$ cat src/rtl/vme_arb_pkg.sv
// Shared types and constants for the two-master VME slave-port arbiter.
//   state_e     : arbiter FSM states
//   KIND_RD/WR  : captured request kind
//   CNT_W       : watchdog counter width (TIMEOUT up to 2^16-1)
//   RD_ERR_DATA : read data returned on a watchdog timeout (all-ones)
package vme_arb_pkg;

    typedef enum logic [1:0] {
        ST_IDLE  = 2'd0,
        ST_ISSUE = 2'd1,
        ST_WAIT  = 2'd2
    } state_e;

    localparam logic KIND_RD = 1'b0;
    localparam logic KIND_WR = 1'b1;

    localparam int unsigned CNT_W      = 16;
    localparam int unsigned ERR_DW_MAX = 64;
    localparam logic [ERR_DW_MAX-1:0] RD_ERR_DATA = '1;

endpackage

$ cat src/rtl/vme_bus_arbiter_if.sv
// cern-be-vme style register bus: address, write data, rd/wr strobes out;
// read data and rd/wr done back.
//   master modport : the side that issues strobes
//   slave  modport : the side that answers with Done/RdData
interface vme_bus_arbiter_if #(
    parameter int unsigned AW = 8,
    parameter int unsigned DW = 32
) ();
    logic [AW-1:0] VMEAddr;
    logic [DW-1:0] VMEWrData;
    logic          VMERdMem;
    logic          VMEWrMem;
    logic [DW-1:0] VMERdData;
    logic          VMERdDone;
    logic          VMEWrDone;

    modport master (
        output VMEAddr, VMEWrData, VMERdMem, VMEWrMem,
        input  VMERdData, VMERdDone, VMEWrDone
    );

    modport slave (
        input  VMEAddr, VMEWrData, VMERdMem, VMEWrMem,
        output VMERdData, VMERdDone, VMEWrDone
    );
endinterface

$ cat src/rtl/vme_arb_req_latch.sv
// Per-master request capture: holds one pending rd/wr request until granted.
//   Clk, Rst          : clock, synchronous active-high reset
//   rd_i, wr_i        : master strobes (write wins if both)
//   addr_i, wdata_i   : master address / write data
//   blocked_i         : this master already owns the slave; drop strobes
//   grant_i           : arbiter took the request; clear pending
//   pend_o, kind_o, addr_o, wdata_o : captured request
module vme_arb_req_latch
    import vme_arb_pkg::*;
#(
    parameter int unsigned AW = 8,
    parameter int unsigned DW = 32
) (
    input  logic          Clk,
    input  logic          Rst,
    input  logic          rd_i,
    input  logic          wr_i,
    input  logic [AW-1:0] addr_i,
    input  logic [DW-1:0] wdata_i,
    input  logic          blocked_i,
    input  logic          grant_i,
    output logic          pend_o,
    output logic          kind_o,
    output logic [AW-1:0] addr_o,
    output logic [DW-1:0] wdata_o
);

    logic          pend_q, pend_d;
    logic          kind_q, kind_d;
    logic [AW-1:0] addr_q, addr_d;
    logic [DW-1:0] wdata_q, wdata_d;

    // A strobe is only taken when nothing is queued or in service for this master.
    always_comb begin
        pend_d  = pend_q;
        kind_d  = kind_q;
        addr_d  = addr_q;
        wdata_d = wdata_q;
        if (grant_i) begin
            pend_d = 1'b0;
        end else if ((rd_i || wr_i) && !pend_q && !blocked_i) begin
            pend_d  = 1'b1;
            kind_d  = wr_i ? KIND_WR : KIND_RD;
            addr_d  = addr_i;
            wdata_d = wdata_i;
        end
    end

    always_ff @(posedge Clk) begin
        if (Rst) begin
            pend_q  <= 1'b0;
            kind_q  <= KIND_RD;
            addr_q  <= '0;
            wdata_q <= '0;
        end else begin
            pend_q  <= pend_d;
            kind_q  <= kind_d;
            addr_q  <= addr_d;
            wdata_q <= wdata_d;
        end
    end

    assign pend_o  = pend_q;
    assign kind_o  = kind_q;
    assign addr_o  = addr_q;
    assign wdata_o = wdata_q;

endmodule

$ cat src/rtl/vme_bus_arbiter.sv
// Round-robin arbiter sharing one VME slave port between masters m0 and m1,
// with a watchdog that force-completes unacknowledged transactions.
//   Clk, Rst       : clock, synchronous active-high reset
//   m0_bus, m1_bus : master-facing buses (arbiter answers Done/RdData)
//   s_bus          : slave-facing bus (arbiter issues strobes)
//   m0_Err, m1_Err : timeout flag, pulses with that master's Done
//   busy_o         : arbiter in ISSUE or WAIT
module vme_bus_arbiter
    import vme_arb_pkg::*;
#(
    parameter int unsigned AW      = 8,
    parameter int unsigned DW      = 32,
    parameter int unsigned TIMEOUT = 255
) (
    input  logic              Clk,
    input  logic              Rst,
    vme_bus_arbiter_if.slave  m0_bus,
    vme_bus_arbiter_if.slave  m1_bus,
    vme_bus_arbiter_if.master s_bus,
    output logic              m0_Err,
    output logic              m1_Err,
    output logic              busy_o
);

    state_e state_q, state_d;

    logic             owner_q, owner_d;
    logic             rr_q, rr_d;       // master preferred on a tie
    logic             kind_q, kind_d;
    logic [CNT_W-1:0] cnt_q, cnt_d;
    logic [AW-1:0]    s_addr_q, s_addr_d;
    logic [DW-1:0]    s_wdata_q, s_wdata_d;
    logic             s_rd_q, s_rd_d;
    logic             s_wr_q, s_wr_d;
    logic [1:0]       rd_done_q, rd_done_d;
    logic [1:0]       wr_done_q, wr_done_d;
    logic [1:0]       err_q, err_d;
    logic [DW-1:0]    rdata_q [2];
    logic [DW-1:0]    rdata_d [2];

    logic [1:0]       pend_c, kind_c, grant_c, blocked_c;
    logic [AW-1:0]    addr_c  [2];
    logic [DW-1:0]    wdata_c [2];
    logic             sel_c, hit_c, timeout_c, complete_c, busy_c;

    assign busy_c       = (state_q != ST_IDLE);
    assign blocked_c[0] = busy_c && (owner_q == 1'b0);
    assign blocked_c[1] = busy_c && (owner_q == 1'b1);

    vme_arb_req_latch #(.AW(AW), .DW(DW)) u_req0 (
        .Clk(Clk), .Rst(Rst),
        .rd_i(m0_bus.VMERdMem), .wr_i(m0_bus.VMEWrMem),
        .addr_i(m0_bus.VMEAddr), .wdata_i(m0_bus.VMEWrData),
        .blocked_i(blocked_c[0]), .grant_i(grant_c[0]),
        .pend_o(pend_c[0]), .kind_o(kind_c[0]),
        .addr_o(addr_c[0]), .wdata_o(wdata_c[0])
    );

    vme_arb_req_latch #(.AW(AW), .DW(DW)) u_req1 (
        .Clk(Clk), .Rst(Rst),
        .rd_i(m1_bus.VMERdMem), .wr_i(m1_bus.VMEWrMem),
        .addr_i(m1_bus.VMEAddr), .wdata_i(m1_bus.VMEWrData),
        .blocked_i(blocked_c[1]), .grant_i(grant_c[1]),
        .pend_o(pend_c[1]), .kind_o(kind_c[1]),
        .addr_o(addr_c[1]), .wdata_o(wdata_c[1])
    );

    // Winner: the only pending master, else the tie-break preference.
    assign sel_c      = (pend_c[0] && pend_c[1]) ? rr_q : pend_c[1];
    // Only the Done matching the issued kind completes a transaction.
    assign hit_c      = (kind_q == KIND_WR) ? s_bus.VMEWrDone : s_bus.VMERdDone;
    assign timeout_c  = (state_q == ST_WAIT) && (cnt_q == '0);
    assign complete_c = busy_c && (hit_c || timeout_c);

    // State register.
    always_ff @(posedge Clk) begin
        if (Rst) begin
            state_q <= ST_IDLE;
        end else begin
            state_q <= state_d;
        end
    end

    // Next-state logic.
    always_comb begin
        state_d = state_q;
        case (state_q)
            ST_IDLE:  if (|pend_c)   state_d = ST_ISSUE;
            ST_ISSUE: state_d = complete_c ? ST_IDLE : ST_WAIT;
            ST_WAIT:  if (complete_c) state_d = ST_IDLE;
            default:  state_d = ST_IDLE;
        endcase
    end

    // Output / datapath next values.
    always_comb begin
        owner_d   = owner_q;
        rr_d      = rr_q;
        kind_d    = kind_q;
        cnt_d     = cnt_q;
        s_addr_d  = s_addr_q;
        s_wdata_d = s_wdata_q;
        s_rd_d    = 1'b0;
        s_wr_d    = 1'b0;
        rd_done_d = '0;
        wr_done_d = '0;
        err_d     = '0;
        rdata_d   = rdata_q;
        grant_c   = '0;

        if (state_q == ST_IDLE && (|pend_c)) begin
            grant_c[sel_c] = 1'b1;
            owner_d   = sel_c;
            kind_d    = kind_c[sel_c];
            s_addr_d  = addr_c[sel_c];
            s_wdata_d = wdata_c[sel_c];
            s_rd_d    = (kind_c[sel_c] == KIND_RD);
            s_wr_d    = (kind_c[sel_c] == KIND_WR);
        end

        if (state_q == ST_ISSUE) begin
            cnt_d = CNT_W'(TIMEOUT);
        end else if (state_q == ST_WAIT && !complete_c) begin
            cnt_d = cnt_q - CNT_W'(1);
        end

        if (complete_c) begin
            rr_d           = ~owner_q;
            err_d[owner_q] = !hit_c;
            if (kind_q == KIND_WR) begin
                wr_done_d[owner_q] = 1'b1;
            end else begin
                rd_done_d[owner_q] = 1'b1;
                rdata_d[owner_q]   = hit_c ? s_bus.VMERdData : DW'(RD_ERR_DATA);
            end
        end
    end

    always_ff @(posedge Clk) begin
        if (Rst) begin
            owner_q    <= 1'b0;
            rr_q       <= 1'b0;
            kind_q     <= KIND_RD;
            cnt_q      <= '0;
            s_addr_q   <= '0;
            s_wdata_q  <= '0;
            s_rd_q     <= 1'b0;
            s_wr_q     <= 1'b0;
            rd_done_q  <= '0;
            wr_done_q  <= '0;
            err_q      <= '0;
            rdata_q[0] <= '0;
            rdata_q[1] <= '0;
        end else begin
            owner_q    <= owner_d;
            rr_q       <= rr_d;
            kind_q     <= kind_d;
            cnt_q      <= cnt_d;
            s_addr_q   <= s_addr_d;
            s_wdata_q  <= s_wdata_d;
            s_rd_q     <= s_rd_d;
            s_wr_q     <= s_wr_d;
            rd_done_q  <= rd_done_d;
            wr_done_q  <= wr_done_d;
            err_q      <= err_d;
            rdata_q[0] <= rdata_d[0];
            rdata_q[1] <= rdata_d[1];
        end
    end

    assign s_bus.VMEAddr       = s_addr_q;
    assign s_bus.VMEWrData     = s_wdata_q;
    assign s_bus.VMERdMem      = s_rd_q;
    assign s_bus.VMEWrMem      = s_wr_q;
    assign m0_bus.VMERdData    = rdata_q[0];
    assign m0_bus.VMERdDone    = rd_done_q[0];
    assign m0_bus.VMEWrDone    = wr_done_q[0];
    assign m1_bus.VMERdData    = rdata_q[1];
    assign m1_bus.VMERdDone    = rd_done_q[1];
    assign m1_bus.VMEWrDone    = wr_done_q[1];
    assign m0_Err              = err_q[0];
    assign m1_Err              = err_q[1];
    assign busy_o              = busy_c;

endmodule

$ cat src/flat_wrapper.sv
// flat-port wrapper written by rule: the top's interface ports become plain ports
module vme_bus_arbiter_flat import vme_arb_pkg::*;
#(
    parameter int unsigned AW      = 8,
    parameter int unsigned DW      = 32,
    parameter int unsigned TIMEOUT = 255
)
  (Clk, Rst, m0_Err, m1_Err, busy_o, m0_bus_VMEAddr, m0_bus_VMEWrData, m0_bus_VMERdMem, m0_bus_VMEWrMem, m0_bus_VMERdData, m0_bus_VMERdDone, m0_bus_VMEWrDone, m1_bus_VMEAddr, m1_bus_VMEWrData, m1_bus_VMERdMem, m1_bus_VMEWrMem, m1_bus_VMERdData, m1_bus_VMERdDone, m1_bus_VMEWrDone, s_bus_VMEAddr, s_bus_VMEWrData, s_bus_VMERdMem, s_bus_VMEWrMem, s_bus_VMERdData, s_bus_VMERdDone, s_bus_VMEWrDone);
  vme_bus_arbiter_if #(.AW(AW), .DW(DW)) m0_bus_i ();
  vme_bus_arbiter_if #(.AW(AW), .DW(DW)) m1_bus_i ();
  vme_bus_arbiter_if #(.AW(AW), .DW(DW)) s_bus_i ();
  input  logic Clk;
  input  logic Rst;
  output logic m0_Err;
  output logic m1_Err;
  output logic busy_o;
  input wire logic [$bits(m0_bus_i.VMEAddr)-1:0] m0_bus_VMEAddr;
  input wire logic [$bits(m0_bus_i.VMEWrData)-1:0] m0_bus_VMEWrData;
  input wire logic [$bits(m0_bus_i.VMERdMem)-1:0] m0_bus_VMERdMem;
  input wire logic [$bits(m0_bus_i.VMEWrMem)-1:0] m0_bus_VMEWrMem;
  output wire logic [$bits(m0_bus_i.VMERdData)-1:0] m0_bus_VMERdData;
  output wire logic [$bits(m0_bus_i.VMERdDone)-1:0] m0_bus_VMERdDone;
  output wire logic [$bits(m0_bus_i.VMEWrDone)-1:0] m0_bus_VMEWrDone;
  input wire logic [$bits(m1_bus_i.VMEAddr)-1:0] m1_bus_VMEAddr;
  input wire logic [$bits(m1_bus_i.VMEWrData)-1:0] m1_bus_VMEWrData;
  input wire logic [$bits(m1_bus_i.VMERdMem)-1:0] m1_bus_VMERdMem;
  input wire logic [$bits(m1_bus_i.VMEWrMem)-1:0] m1_bus_VMEWrMem;
  output wire logic [$bits(m1_bus_i.VMERdData)-1:0] m1_bus_VMERdData;
  output wire logic [$bits(m1_bus_i.VMERdDone)-1:0] m1_bus_VMERdDone;
  output wire logic [$bits(m1_bus_i.VMEWrDone)-1:0] m1_bus_VMEWrDone;
  output wire logic [$bits(s_bus_i.VMEAddr)-1:0] s_bus_VMEAddr;
  output wire logic [$bits(s_bus_i.VMEWrData)-1:0] s_bus_VMEWrData;
  output wire logic [$bits(s_bus_i.VMERdMem)-1:0] s_bus_VMERdMem;
  output wire logic [$bits(s_bus_i.VMEWrMem)-1:0] s_bus_VMEWrMem;
  input wire logic [$bits(s_bus_i.VMERdData)-1:0] s_bus_VMERdData;
  input wire logic [$bits(s_bus_i.VMERdDone)-1:0] s_bus_VMERdDone;
  input wire logic [$bits(s_bus_i.VMEWrDone)-1:0] s_bus_VMEWrDone;
  assign m0_bus_i.VMEAddr = m0_bus_VMEAddr;
  assign m0_bus_i.VMEWrData = m0_bus_VMEWrData;
  assign m0_bus_i.VMERdMem = m0_bus_VMERdMem;
  assign m0_bus_i.VMEWrMem = m0_bus_VMEWrMem;
  assign m0_bus_VMERdData = m0_bus_i.VMERdData;
  assign m0_bus_VMERdDone = m0_bus_i.VMERdDone;
  assign m0_bus_VMEWrDone = m0_bus_i.VMEWrDone;
  assign m1_bus_i.VMEAddr = m1_bus_VMEAddr;
  assign m1_bus_i.VMEWrData = m1_bus_VMEWrData;
  assign m1_bus_i.VMERdMem = m1_bus_VMERdMem;
  assign m1_bus_i.VMEWrMem = m1_bus_VMEWrMem;
  assign m1_bus_VMERdData = m1_bus_i.VMERdData;
  assign m1_bus_VMERdDone = m1_bus_i.VMERdDone;
  assign m1_bus_VMEWrDone = m1_bus_i.VMEWrDone;
  assign s_bus_VMEAddr = s_bus_i.VMEAddr;
  assign s_bus_VMEWrData = s_bus_i.VMEWrData;
  assign s_bus_VMERdMem = s_bus_i.VMERdMem;
  assign s_bus_VMEWrMem = s_bus_i.VMEWrMem;
  assign s_bus_i.VMERdData = s_bus_VMERdData;
  assign s_bus_i.VMERdDone = s_bus_VMERdDone;
  assign s_bus_i.VMEWrDone = s_bus_VMEWrDone;
  vme_bus_arbiter #(.AW(AW), .DW(DW), .TIMEOUT(TIMEOUT)) u_core (.Clk(Clk), .Rst(Rst), .m0_bus(m0_bus_i), .m1_bus(m1_bus_i), .s_bus(s_bus_i), .m0_Err(m0_Err), .m1_Err(m1_Err), .busy_o(busy_o));
endmodule
$ cat config.mk
export PLATFORM = sky130hd
export DESIGN_NAME = vme_bus_arbiter_flat
export DESIGN_NICKNAME = d
export VERILOG_FILES = /design/src/rtl/vme_arb_pkg.sv /design/src/rtl/vme_bus_arbiter_if.sv /design/src/rtl/vme_arb_req_latch.sv /design/src/rtl/vme_bus_arbiter.sv /design/src/flat_wrapper.sv
export SDC_FILE = /design/constraint.sdc
export NUM_CORES = 1
export LEC_CHECK = 0
export CAP_MARGIN = 20
export CELL_PAD_IN_SITES_DETAIL_PLACEMENT = 0
export CELL_PAD_IN_SITES_GLOBAL_PLACEMENT = 2
export CORE_MARGIN = 5
export CORE_UTILIZATION = 30
export DETAILED_ROUTE_END_ITERATION = 10
export GPL_TIMING_DRIVEN = 0
export PLACE_DENSITY_LB_ADDON = 0.1
export SYNTH_ARGS = -nofsm -noshare
export SYNTH_HDL_FRONTEND = slang
export SYNTH_SLANG_ARGS = --single-unit
$ cat constraint.sdc
create_clock -name Clk -period 4.1 [get_ports Clk]
set_input_delay 1.23 -clock Clk [delete_from_list [all_inputs] [get_ports Clk]]
set_output_delay 1.23 -clock Clk [all_outputs]
set_load 0.02 [all_outputs]
==> results of run 1 <==
[area by class of cell]
class,instances,share of cell area
Inverter,8,0.00258
Clock inverter,5,0.00861
Sequential cell,217,0.374
Buffer,74,0.0281
Timing Repair Buffer,232,0.200
Multi-Input combinational cell,615,0.287
Tap cell,341,0.0367
Clock buffer,36,0.0634
[cell families after synthesis]
group,synth area share
DFF,0.540
muxes,0.00809
adders and majority gates,0.00156
xor gates and xnor gates,0.0120
buffers and inverters,0.0444
AOI/OAI and AO/OA,0.225
and+or+nand+nor,0.168
[routing by layer]
metal  global-route usage  part of all wire  vias up
met5                    0           0.00083        -
met4               0.0323             0.014        4
met3               0.0430             0.064       31
met2                0.289              0.46      201
met1                0.239              0.46     3457
li1                     -                 -     3715
[cells in the mapped netlist (2+ instances only)]
cell type / count / area share
mux2_2: 4 / 0.0056
nand2b_1: 3 / 0.0023
nand4_1: 4 / 0.0031
nor3_4: 2 / 0.0040
a211oi_1: 4 / 0.0037
buf_4: 4 / 0.0037
inv_1: 8 / 0.0037
or3_1: 5 / 0.0039
nor3b_1: 2 / 0.0019
buf_6: 4 / 0.0056
xor2_1: 7 / 0.0076
buf_1: 4 / 0.0019
nor2_1: 98 / 0.046
mux2i_1: 2 / 0.0025
nor2b_1: 5 / 0.0039
a21oi_1: 155 / 0.097
o21a_1: 64 / 0.060
xnor2_1: 4 / 0.0044
nor4_1: 7 / 0.0054
o211ai_1: 6 / 0.0056
dfxtp_1: 217 / 0.54
buf_2: 3 / 0.0019
nand2_1: 169 / 0.079
nor3_1: 15 / 0.0093
nand3_1: 2 / 0.0012
clkbuf_1: 59 / 0.028
a222oi_1: 40 / 0.050
o21ai_0: 4 / 0.0025
[worst min-delay path by stage]
stage,from,to,cells past startpoint
after CTS,u_core.u_req0.addr_o[1],u_core.u_req0.addr_o[1],2
after global routing,u_core.u_req0.addr_o[1],u_core.u_req0.addr_o[1],2
after floorplan,u_core.u_req1.kind_o,u_core.u_req1.kind_o,2
after global placement,u_core.u_req0.wdata_o[22],u_core.u_req0.wdata_o[22],2
final,u_core.u_req0.wdata_o[20],u_core.u_req0.wdata_o[20],2
after detailed placement,u_core.u_req0.wdata_o[20],u_core.u_req0.wdata_o[20],2
[power groups by stage]
stage	Combinational, mW	Sequential [mW]	Clock, mW
floorplan	1.02	2.78	0
global placement	2.01	2.66	0
detailed placement	2.02	2.66	0
CTS	2.03	2.62	2.35
global route	2.19	2.66	2.45
finish	1.98	2.62	2.29
[registers in the layout, indices dropped and copies added (netlist names), 2 cells and up]
signal,flops
u_core.rd_done_q,2
u_core.m0_bus.VMERdData,32
u_core.cnt_q,16
u_core.state_q,2
u_core.err_q,2
u_core.s_bus.VMEWrData,32
u_core.m1_bus.VMERdData,32
u_core.u_req1.wdata_o,32
u_core.wr_done_q,2
u_core.u_req1.addr_o,8
u_core.u_req0.wdata_o,32
u_core.s_bus.VMEAddr,8
u_core.u_req0.addr_o,8
[placed cells by master (no fill, tap or decap), types with 2 or more instances in the layout]
cell / n
o21a_1: 64
mux2_2: 4
clkinv_2: 2
o211ai_1: 6
nor3b_1: 2
nand2_1: 169
buf_2: 3
buf_1: 4
xor2_1: 7
clkbuf_8: 7
o21ai_0: 4
clkdlybuf4s50_1: 232
nand3_1: 2
mux2i_1: 2
nor2_1: 98
clkbuf_16: 25
dfxtp_1: 217
nand2b_1: 3
a222oi_1: 40
buf_4: 4
xnor2_1: 4
nor4_1: 7
nand4_1: 4
a211oi_1: 4
or3_1: 5
nor3_4: 2
clkbuf_1: 63
a21oi_1: 155
bufinv_16: 3
buf_6: 4
inv_1: 8
nor3_1: 15
nor2b_1: 5
[tightest hold or removal path, stage by stage (launching register included)]
cell     delay (ns)
dfxtp_1        0.30
nand2_1        0.05
a21oi_1        0.05
==> summary.md, run 1 <==
| Metric | Value |
|---|---|
| Internal Power | `4.61 mW` |
| DRT Pass-1 Iters | `5` |
| Post-synthesis sequential area ratio | `0.540` |
| Status | `complete, no violations` |
| Total GRT Usage | `0.176` |
| Pwr dens | `593 nW/um2` |
| Register Area | `4340 um2` |
| Starting DRT DRC Count | `432` |
| Seq cells post-synth | `217` |
| Worst path max stage delay | `0.67 ns` |
| Vias in the first global route | `7412` |
| Sw Ratio | `0.331` |
| Final Hold Fails | `0` |
| FF-to-FF End | `u_core.u_req1.kind_o` |
| Comb pwr share | `0.288` |
| Synth Instances | `914` |
| Clock Latency Late Sink | `0.51 ns` |
| DRT Wirelength | `27600 um` |
| Reg2reg path depth | `7` |
| Post-route minimum period | `3.03 ns` |
| DRT antenna net count | `0` |
| Post-CTS Setup Bufs | `0` |
| Dpl hpwl | `20200 um` |
| Core area | `26700 um2` |
| First-pass GRT wire length | `42900 um` |
| Maximum fanout along the worst path | `7` |
| Non-filler instance count after layout | `1528` |
| Avg Inst Size Synth | `8.79 um2` |
| Unrepaired setup endpoints after global routing | `no` |
| IO Pins | `233` |
| Post-synth EDFFs | `0` |
| Worst Setup EP | `busy_o` |
| Wire length per cell | `18.1 um` |
| Asr flop ratio synth | `0` |
| Min Hold Slack | `0.454 ns` |
| Total of max-cap violations | `0` |
| Yosys warns | `0` |
| Clock share of power | `0.332` |
| Multi-input gate area | `3340 um2` |
| NumNets Final | `1294` |
| Max Freq | `330 MHz` |
| Total gr overflow | `0` |
| Core Util, Final | `0.436` |
| Critical R2R Launch | `u_core.state_q[1]` |
| Cells along the critical path | `nor2_4 -> inv_1 -> clkdlybuf4s50_1` |
| CP Launch Type | `flip-flop` |
| DRC Markers | `0` |
| Worst-margin pin slew | `1.06 ns` |
| Setup ws final | `1.07 ns` |
| Pins Over Slew Limit | `0` |
| Fillers | `2723` |
| CP startpoint | `u_core.state_q[1]` |
| Distinct cells, synth | `41` |
| R2R setup slack | `1.47 ns` |
| Top Family by Delay on Critical Path | `buffers and inverters` |
| Number of endpoints failing setup at the final stage | `0` |
| Area Growth Syn to Fin | `44.6%` |
| Fin Clk Skew | `0.00701 ns` |
| Setup crit end kind | `output port` |
| GPL Wtd Cong | `0.761` |
| Clock Sink Count | `217` |
| Worst-path clk slew | `0.06 ns` |
| CTS buffer count | `25` |
| CTS tree | `built` |
| Final worst-path cycle share | `0.738` |
| Die W | `174 um` |
| Setup TNS | `0 ns` |
| Via count | `7408` |
| Hold Buf Count CTS | `0` |
| Die area | `30200 um2` |
| Rows | `60` |
| Initial antenna violation count | `2` |
| Post-Syn Area | `8040 um2` |
| Pleak | `4.28 nW` |
| PortBufs | `232` |
| Vias per inst | `4.85` |
| Critical Path AT | `1.80 ns` |
| Maximum VDD drop | `0.000233 V` |
| Pin count of the biggest net entering global routing | `13` |
| Final Cell Area | `11600 um2` |
| Initial core utilization | `0.302` |
| Number of H-tree levels | `1` |
| Dpl ws | `0.491 ns` |
| Placed cell areas | `10800 um2` |
| Slew HR | `0.286` |
| Post-cts sizing count | `0` |
| Top FF cell, synth | `dfxtp_1` |
| Worst Path Buf+Inv | `2` |
| CTS Buffer Depth | `3` |
| Antenna Cells | `0` |
| Required time worst endpoint | `2.87 ns` |
| Hold crit path type | `flip-flop to flip-flop` |
| NetSw | `2.28 mW` |
| Placed cells | `1487` |
| Layout cells sized above 1 | `0.0514` |
| Syn nets | `1035` |
| Crit path depth | `3` |
| Sequential power share | `0.380` |
| Power Total | `6.89 mW` |
| DIE HEIGHT | `174 um` |
| CP Class | `flip-flop to output port` |
| Clock Root Buffer | `clkbuf_16` |
| CP max-delay cell | `clkdlybuf4s50_1` |
Note: power is estimated with default switching activity, not from simulation.
==> run 2: changes to the inputs <==
--- a/config.mk
+++ b/config.mk
@@ -9,7 +9,7 @@
 export CELL_PAD_IN_SITES_DETAIL_PLACEMENT = 0
 export CELL_PAD_IN_SITES_GLOBAL_PLACEMENT = 2
 export CORE_MARGIN = 5
-export CORE_UTILIZATION = 30
+export CORE_UTILIZATION = 27
 export DETAILED_ROUTE_END_ITERATION = 10
 export GPL_TIMING_DRIVEN = 0
 export PLACE_DENSITY_LB_ADDON = 0.1
==> constraint.sdc (replaced) <==
create_clock -name Clk -period 3.15 [get_ports Clk]
set_input_delay 0.945 -clock Clk [delete_from_list [all_inputs] [get_ports Clk]]
set_output_delay 0.945 -clock Clk [all_outputs]
set_load 0.02 [all_outputs]
==> summary.md, run 2 (synthesis gave the netlist of run 1 again) <==
| Metric | Value |
|---|---|
| Max Freq | `355 MHz` |
| Number of H-tree levels | `1 (unchanged)` |
| Initial core utilization | `0.273 (-0.0290)` |
| Final Cell Area | `11700 um2 (+0.85%)` |
| CTS tree | `built` |
| Total GRT Usage | `0.166 (-0.00988)` |
| Pleak | `4.30 nW (+0.55%)` |
| Worst hold path stage count | `2 (unchanged)` |
| Commonest non-fill, non-tap cell in the layout | `clkdlybuf4s50_1` |
| CTS Buffer Depth | `3 (unchanged)` |
| Maximum VDD drop | `0.000320 V (+37%)` |
| Worst-path clk slew | `0.06 ns (about the same)` |
| DIE HEIGHT | `183 um (+5.1%)` |
| DRT Pass-1 Iters | `6 (+1)` |
| Number of endpoints failing setup at the final stage | `0 (unchanged)` |
| Required time worst endpoint | `2.20 ns (-0.67 ns)` |
| Die W | `183 um (+5.1%)` |
| Post-route minimum period | `2.82 ns` |
| Sw Ratio | `0.334 (+0.00231)` |
| Setup crit end kind | `output port` |
| Area Growth Syn to Fin | `45.8%` |
| Setup TNS | `0 ns (unchanged)` |
| Power Total | `9.06 mW (+31%)` |
| Vias in the first global route | `7608 (+2.6%)` |
| CP max-delay cell | `clkdlybuf4s50_1` |
| Final Hold Fails | `0 (unchanged)` |
| Final worst-path cycle share | `0.894` |
| CTS buffer count | `25 (unchanged)` |
| Comb pwr share | `0.287 (about the same)` |
| Post-cts sizing count | `0 (unchanged)` |
| Critical Path AT | `1.87 ns (+0.07 ns)` |
| Hold crit path type | `flip-flop to flip-flop` |
| Vias per inst | `4.66 (-3.8%)` |
| Starting DRT DRC Count | `410 (-5.1%)` |
| Reg2reg path depth | `7 (unchanged)` |
| CP Launch Type | `flip-flop` |
| NumNets Final | `1294 (unchanged)` |
| Dpl hpwl | `21200 um (+4.8%)` |
| Total gr overflow | `0 (unchanged)` |
| GPL Wtd Cong | `0.759 (-0.33%)` |
| Worst-margin pin slew | `0.886 ns (-0.176 ns)` |
| Maximum fanout along the worst path | `7 (unchanged)` |
| CP Class | `flip-flop to output port` |
| Most frequent cells in the layout | `clkdlybuf4s50_1, dfxtp_1, nand2_1, a21oi_1, nor2_1` |
| Total of max-cap violations | `0 (unchanged)` |
| Via count | `7377 (-0.42%)` |
| Fin Clk Skew | `0.00634 ns (-0.000676 ns)` |
| Clock Root Buffer | `clkbuf_16` |
| Antenna Cells | `0 (unchanged)` |
| Initial antenna violation count | `3 (+1)` |
| Clock Sink Count | `217 (unchanged)` |
| Wire length per cell | `18.1 um (about the same)` |
| Critical R2R Launch | `u_core.state_q[1]` |
| Clock share of power | `0.336 (+0.004)` |
| IO Pins | `233 (unchanged)` |
| Min Hold Slack | `0.454 ns (-0.000148 ns)` |
| Slew HR | `0.405 (+0.119)` |
| Die area | `33300 um2 (+10%)` |
| Pins Over Slew Limit | `0 (unchanged)` |
| Pin count of the biggest net entering global routing | `13 (unchanged)` |
| R2R setup slack | `0.62 ns (-0.85 ns)` |
| DRC Markers | `0 (unchanged)` |
| Placed cell areas | `10800 um2 (+0.57%)` |
| NetSw | `3.02 mW (+32%)` |
| Post-CTS Setup Bufs | `0 (unchanged)` |
| FF-to-FF End | `u_core.u_req1.addr_o[0]` |
| Status | `complete, no violations` |
| Dpl ws | `-0.192 ns (-0.684 ns)` |
| Hold Path Origin | `u_core.u_req0.addr_o[7]` |
| Cells along the critical path | `nor2_4 -> inv_1 -> clkdlybuf4s50_1` |
| Pwr dens | `773 nW/um2 (+30%)` |
| Hold Buf Count CTS | `0 (unchanged)` |
| Sequential power share | `0.376 (-0.004)` |
| PortBufs | `232 (unchanged)` |
| First-pass GRT wire length | `44400 um (+3.4%)` |
| Clock Latency Late Sink | `0.52 ns (about the same)` |
| DRT antenna net count | `0 (unchanged)` |
| Unrepaired setup endpoints after global routing | `no` |
| Core area | `29500 um2 (+11%)` |
| DRT Wirelength | `28600 um (+3.6%)` |
| Setup ws final | `0.335 ns (-0.738 ns)` |
| Layout cells sized above 1 | `0.0554 (+0.00398)` |
| Internal Power | `6.04 mW (+31%)` |
| Worst Hold Endpoint | `u_core.u_req0.addr_o[7]` |
| Worst path max stage delay | `0.65 ns (-0.02 ns)` |
| Rows | `63 (+5.0%)` |
==> run 2: changes by cell type in the layout (fill, tap and decap cells not counted), sizes merged <==
cell / before / now
clkinv: 2 / 5
clkbuf: 95 / 96
inv: 8 / 9
==> run 2: stage by stage <==
step / std cells / utilization
2_1_floorplan: 914 / -
6_report: 1582 / 0.398
4_1_cts: 1582 / 0.398
3_5_place_dp: 1536 / 0.368
5_1_grt: 1582 / 0.398
3_3_place_gp: 1536 / 0.368
==> run 2: worst max path at each step <==
stage | start | end
finish | u_core.state_q[1] | busy_o
global route | Rst | u_core.u_req1.addr_o[6]
CTS | u_core.state_q[1] | busy_o
detailed placement | Rst | u_core.s_bus.VMEAddr[7]
global placement | Rst | u_core.owner_q
floorplan | s_bus_VMEWrDone | u_core.cnt_q[8]
==> run 2: power by group through the flow <==
stage	Clock, mW	Combinational, mW	Sequential, mW
2_1_floorplan	0	1.33	3.62
3_3_place_gp	0	2.65	3.47
3_5_place_dp	0	2.66	3.47
4_1_cts	3.15	2.67	3.41
5_1_grt	3.28	2.88	3.46
6_report	3.05	2.60	3.41
==> run 2: cell type report <==
type                       instances  area [um2]
buffer                            74         327
clock buffer                      37         751
clock inverter                     9         124
fill                            3057       17800
inverter                           8        30.0
multi-input combinational        615        3340
sequential                       217        4340
tap                              390         488
timing repair buffer             232        2320
==> run 2: routing by layer <==
layer	up-vias	global-route usage	wire (um)
li1	3714	-	-
met5	-	0	41
met2	218	0.269	12900
met1	3407	0.223	12900
met3	32	0.0482	2400
met4	6	0.0282	334
==> run 2: worst max-delay path, delay by kind of cell, from the launching register on <==
family        cells  cell delay, ns
buf+inv           2            0.84
flops             1            0.42
simple gates      1            0.09
==> edit 1 (settings of run 2) <==
`s_wdata_q` no longer has a reset.
--- a/src/rtl/vme_bus_arbiter.sv
+++ b/src/rtl/vme_bus_arbiter.sv
@@ -144,5 +144,4 @@
             cnt_q      <= '0;
             s_addr_q   <= '0;
-            s_wdata_q  <= '0;
             s_rd_q     <= 1'b0;
             s_wr_q     <= 1'b0;
@@ -158,5 +157,4 @@
             cnt_q      <= cnt_d;
             s_addr_q   <= s_addr_d;
-            s_wdata_q  <= s_wdata_d;
             s_rd_q     <= s_rd_d;
             s_wr_q     <= s_wr_d;
@@ -167,4 +165,8 @@
             rdata_q[1] <= rdata_d[1];
         end
+    end
+
+    always_ff @(posedge Clk) begin
+        s_wdata_q <= s_wdata_d;
     end
 
Check against the original RTL: differs if Rst is asserted again (counterexample within 4 cycles, from zero or initial values and one cycle with Rst high); with Rst held inactive, the same outputs for 4 cycles.
==> edit 1 against run 2 <==
Synthesized area up 2.6%; cell area is 1.9% higher; combinational power decreased by 21%; sequential cell count unchanged; critical path depth unchanged; clock power shrank 3%; routed wire length decreased by 3.4%; sequential share of layout area increased by 2.0 points; worst setup slack worse by 0.023 ns; power is 6.6% lower; die area rose by 2.5%; largest cell class unchanged; largest power group unchanged.
==> edit 1: results (changes against run 2) <==
hold_path:
  hold_class: "reg -> reg"
  whs_endpoint: "u_core.u_req0.wdata_o[18]"
  min_from: "u_core.u_req0.wdata_o[18]"
logic_synthesis:
  synth_cell_types: 45  # +9.8%
  synthArstFlopShare_pct: 0  # unchanged
  yosysSeqAreaShare_pct: 56.6  # +2.5 points
  yosys-top-cells-count: "dfxtp_1 (185), nand2_1 (165), a21oi_1 (91)"
  ys_top_cells_by_area: "dfxtp_1 (45%), edfxtp_1 (12%), nand2_1 (7.5%)"
  syn_nets: 993  # -4.1%
  yosys_warnings: 0  # unchanged
  avgSynthCellArea_um2: 9.46  # +7.6%
  synth-edff-count: 32  # +32
  ys.flop_type: "dfxtp_1"
pwr:
  leakage_nw: 4.36  # +1.4%
  powerComb_w: 0.00206  # -21%
  switchingPower_w: 0.00254  # -16%
  peakVddDrop_v: 0.000339  # +6.1%
  p_seq_share_pct: 40.6  # +3.0 points
drt:
  wl_met2_mm: 12.9  # -0.48%
  drt_pass1_iterations: 5  # -1
  wl_met1_mm: 12.3  # -4.7%
  drtIter0Drc: 242  # -41%
  vias_per_cell: 4.53  # -2.8%
  wl_met3_mm: 2.05  # -15%
  drt-total-wl_mm: 27.6  # -3.4%
worst_setup_path:
  worst_path_max_delay_cell: "clkdlybuf4s50_1"
  cp.arrival_ns: 1.89  # +0.02 ns
  timing.rr.end: "u_core.u_req0.wdata_o[9]"
  r2r_setup_slack_ns: 0.66  # +0.04 ns
  slowest_delay_ns: 0.59  # -0.06 ns
  rr_worst_depth: 6  # -1
  crit_fanout: 9  # +2
global_routing:
  antenna_found_initial: 5  # +2
  grt_max_degree: 23  # +10
  grt_pass1_vias: 7281  # -4.3%
  met3_usage_pct: 4.54  # -0.29 points
  grt_pass1_wl_mm: 41.9  # -5.6%
  track_usage_pct: 15.5  # -1.1 points
  grt_use_met2_pct: 26.2  # -0.73 points
  globalRouteMet1Util_pct: 20.0  # -2.3 points
final_layout:
  nets: 1254  # -3.1%
  drive_gt1_share_pct: 9.11  # +3.6 points
  fin_cells: 1550  # -2.0%
clock_tree:
  post-cts-setup-buffers: 0  # unchanged
  clkTransAtPathRegs_ns: 0.06  # about the same
  cts_root_buf: "clkbuf_16"
  cts_made_buffers: 27  # +8.0%
  cts-resized-gates: 0  # unchanged
placement:
  dp_cells: 1500  # -2.3%
  io_buffers: 231  # -0.43%
  gp_congestion: 0.734  # -3.3%
  place.detailed.hpwl_mm: 20.0  # -5.6%
floorplanning:
  die_x_um: 185  # +1.2%
status:
  status: "complete, no violations"
sta:
  final.setup_skew_ns: 0.0123  # +0.00598 ns
  slew_headroom_pct: 42.4  # +1.9 points
-- edit 1: area by class of cell --
cell class / instances / area [µm²]
antenna: 1 / 2.50
inverter: 70 / 263
sequential: 217 / 4660
timing repair buffer: 232 / 2330
clock buffer: 46 / 847
tap: 396 / 495
multi-input combinational: 522 / 3040
clock inverter: 3 / 18.8
buffer: 63 / 279
fill: 3111 / 18400
-- edit 1: per-stage QoR --
| stage | TNS [ns] | power [W] | worst slack, ns | hold slack [ns] | area (µm²) |
|---|---|---|---|---|---|
| global placement | -21.69 | 0.00558 | -0.539 | 0.440 | 11100 |
| global route | 0 | 0.00893 | 0.165 | 0.467 | 11900 |
| CTS | 0 | 0.00861 | 0.261 | 0.454 | 11900 |
| detailed placement | 0 | 0.00558 | 0.0708 | 0.445 | 11100 |
| floorplan | 0 | 0.00459 | 0.765 | 0.433 | 8250 |
| finish | 0 | 0.00846 | 0.311 | 0.451 | 11900 |
-- edit 1: cells by family (layout without fill, tap and decap cells) --
family / after synthesis / after routing / synth area share [%]
DFF: 217 / 217 / 56.6
AOI/OAI and AO/OA: 188 / 188 / 15.3
muxes: 43 / 43 / 5.78
adders and majority gates: 1 / 1 / 0.152
and+or+nand+nor: 279 / 279 / 14.5
buffers and inverters: 133 / 414 / 6.55
other: 0 / 1 / 0
xor gates and xnor gates: 11 / 11 / 1.17
-- edit 1: worst max path at each step --
stage / from / to / cells after the start
floorplan: u_core.state_q[1] / u_core.s_bus.VMEWrData[0] / 4
global placement: u_core.state_q[1] / u_core.s_bus.VMEWrData[16] / 4
detailed placement: m0_bus_VMEWrMem / u_core.u_req0.wdata_o[27] / 6
CTS: u_core.state_q[1] / busy_o / 3
global route: u_core.state_q[1] / busy_o / 3
finish: u_core.state_q[1] / busy_o / 3
==> edit 2 (flow settings as in run 2) <==
Made on the original files. `DW` is set to 32 in 4 places; all go to 40.
--- a/src/rtl/vme_bus_arbiter_if.sv
+++ b/src/rtl/vme_bus_arbiter_if.sv
@@ -5,5 +5,5 @@
 interface vme_bus_arbiter_if #(
     parameter int unsigned AW = 8,
-    parameter int unsigned DW = 32
+    parameter int unsigned DW = 40
 ) ();
     logic [AW-1:0] VMEAddr;
--- a/src/rtl/vme_arb_req_latch.sv
+++ b/src/rtl/vme_arb_req_latch.sv
@@ -10,5 +10,5 @@
 #(
     parameter int unsigned AW = 8,
-    parameter int unsigned DW = 32
+    parameter int unsigned DW = 40
 ) (
     input  logic          Clk,
--- a/src/rtl/vme_bus_arbiter.sv
+++ b/src/rtl/vme_bus_arbiter.sv
@@ -10,5 +10,5 @@
 #(
     parameter int unsigned AW      = 8,
-    parameter int unsigned DW      = 32,
+    parameter int unsigned DW      = 40,
     parameter int unsigned TIMEOUT = 255
 ) (
--- a/src/flat_wrapper.sv
+++ b/src/flat_wrapper.sv
@@ -3,5 +3,5 @@
 #(
     parameter int unsigned AW      = 8,
-    parameter int unsigned DW      = 32,
+    parameter int unsigned DW      = 40,
     parameter int unsigned TIMEOUT = 255
 )
Ports: changed (6 resized); port bits go from 233 to 281. No check against the original RTL was run, so the function may have changed too.
==> edit 2 against run 2 <==
Routed wire length is 19% higher; synthesized cell count is 17% higher; largest power group unchanged; clock skew is 0.0063 ns higher; worst setup slack worse by 0.073 ns; non-clock buffer count is 64 higher; synthesized area is 17% higher; final cell count is 18% higher; sequential cell count is 40 higher; core utilization is 0.099 points higher; first-iteration DRC count is 15% higher; power is 11% higher; cell area is 17% higher.
==> edit 2: results (changes against run 2) <==
placement:
  io_buffers: 280  # +21%
  place.detailed.hpwl_mm: 25.1  # +19%
  placed_area_um2: 12800  # +18%
logic_synthesis:
  synth_cell_types: 45  # +9.8%
  syn_nets: 1216  # +17%
  avgSynthCellArea_um2: 8.76  # -0.35%
  ys_top_cells_by_area: "dfxtp_1 (55%), nand2_1 (8.1%), a21oi_1 (7.7%)"
final_layout:
  fillCellCount: 3574  # +17%
  multi_input_area_um2: 3680  # +10%
  nets: 1528  # +18%
  drive_gt1_share_pct: 4.91  # -0.63 points
worst_setup_path:
  r2r-start: "u_core.state_q[0]"
  cp.arrival_ns: 1.94  # +0.07 ns
status:
  status: "complete, no violations"
pwr:
  peakVddDrop_v: 0.000396  # +24%
  switchingPower_w: 0.00328  # +8.4%
  comb_power_share_pct: 26.8  # -1.9 points
global_routing:
  grt_pass1_wl_mm: 53.1  # +20%
  track_usage_pct: 17.1  # +0.49 points
  antenna_found_initial: 6  # +3
  grt_pass1_vias: 9051  # +19%
drt:
  drt_pass1_iterations: 5  # -1
  drt-wirelength-per-cell_um: 18.3  # +1.5%
  drt-total-wl_mm: 34.1  # +19%
  drtIter0Drc: 470  # +15%
hold_path:
  min_from: "u_core.u_req0.wdata_o[21]"
sta:
  worstMarginPinSlew_ns: 0.949  # +0.0628 ns
  final.setup_skew_ns: 0.0126  # +0.00628 ns
clock_tree:
  cts_made_buffers: 30  # +20%
==> edit 2: through the flow <==
stage                     setup WS (ns)  power, W
final                             0.261    0.0100
after global routing             0.0573    0.0106
after CTS                        0.0463    0.0102
after detailed placement         -0.359   0.00677
after global placement           -0.362   0.00676
after floorplan                   0.838   0.00550
==> edit 2: logic make-up after synthesis <==
group / Yosys count / synth area share (%)
mux: 3 / 0.347
flops: 257 / 54.8
buf+inv: 137 / 6.05
xor+xnor: 10 / 0.933
simple gates: 364 / 15.9
fa+ha+maj: 1 / 0.133
compound gates: 299 / 21.8
==> edit 2: worst reg2reg max path, cell delays in order (launching register included) <==
cell and delay, ns:
dfxtp_1 0.45, nor2_4 0.11, nor2b_1 0.11, clkbuf_1 0.42
or3_1 0.19, clkbuf_1 0.25, buf_2 0.31, buf_1 0.45
nand2_1 0.12, a21oi_1 0.15
==> edit 2: metal layers <==
layer  routed length [µm]  GRT usage, %
met5                   76             0
met4                  549          3.47
met3                 2530          4.58
met2                15700          28.1
met1                15300          22.8
==> edit 2: repair_timing <==
action,in CTS,in global routing
cloned,0,0
resized for setup,1,2
hold buffers,0,0
hold endpoints to repair,0,0
setup endpoints to repair,2,9
setup buffers,0,0
==> edit 2: layout make-up <==
class	instances	area share, %
plain buffers	90	2.85
multi-input cells	677	26.8
clock inverters	4	0.328
flip-flops and latches	257	37.5
inverters	47	1.28
clock buffers	51	6.70
well taps	455	4.14
repair buffers	280	20.4
==> edit 2: final timing paths <==
path	to	slack [ns]	depth (start not counted)
max reg2reg	u_core.u_req1.addr_o[2]	0.53	9
min reg2reg	u_core.u_req0.wdata_o[21]	0.45	2
min	u_core.u_req0.wdata_o[21]	0.45	2
max	busy_o	0.26	3
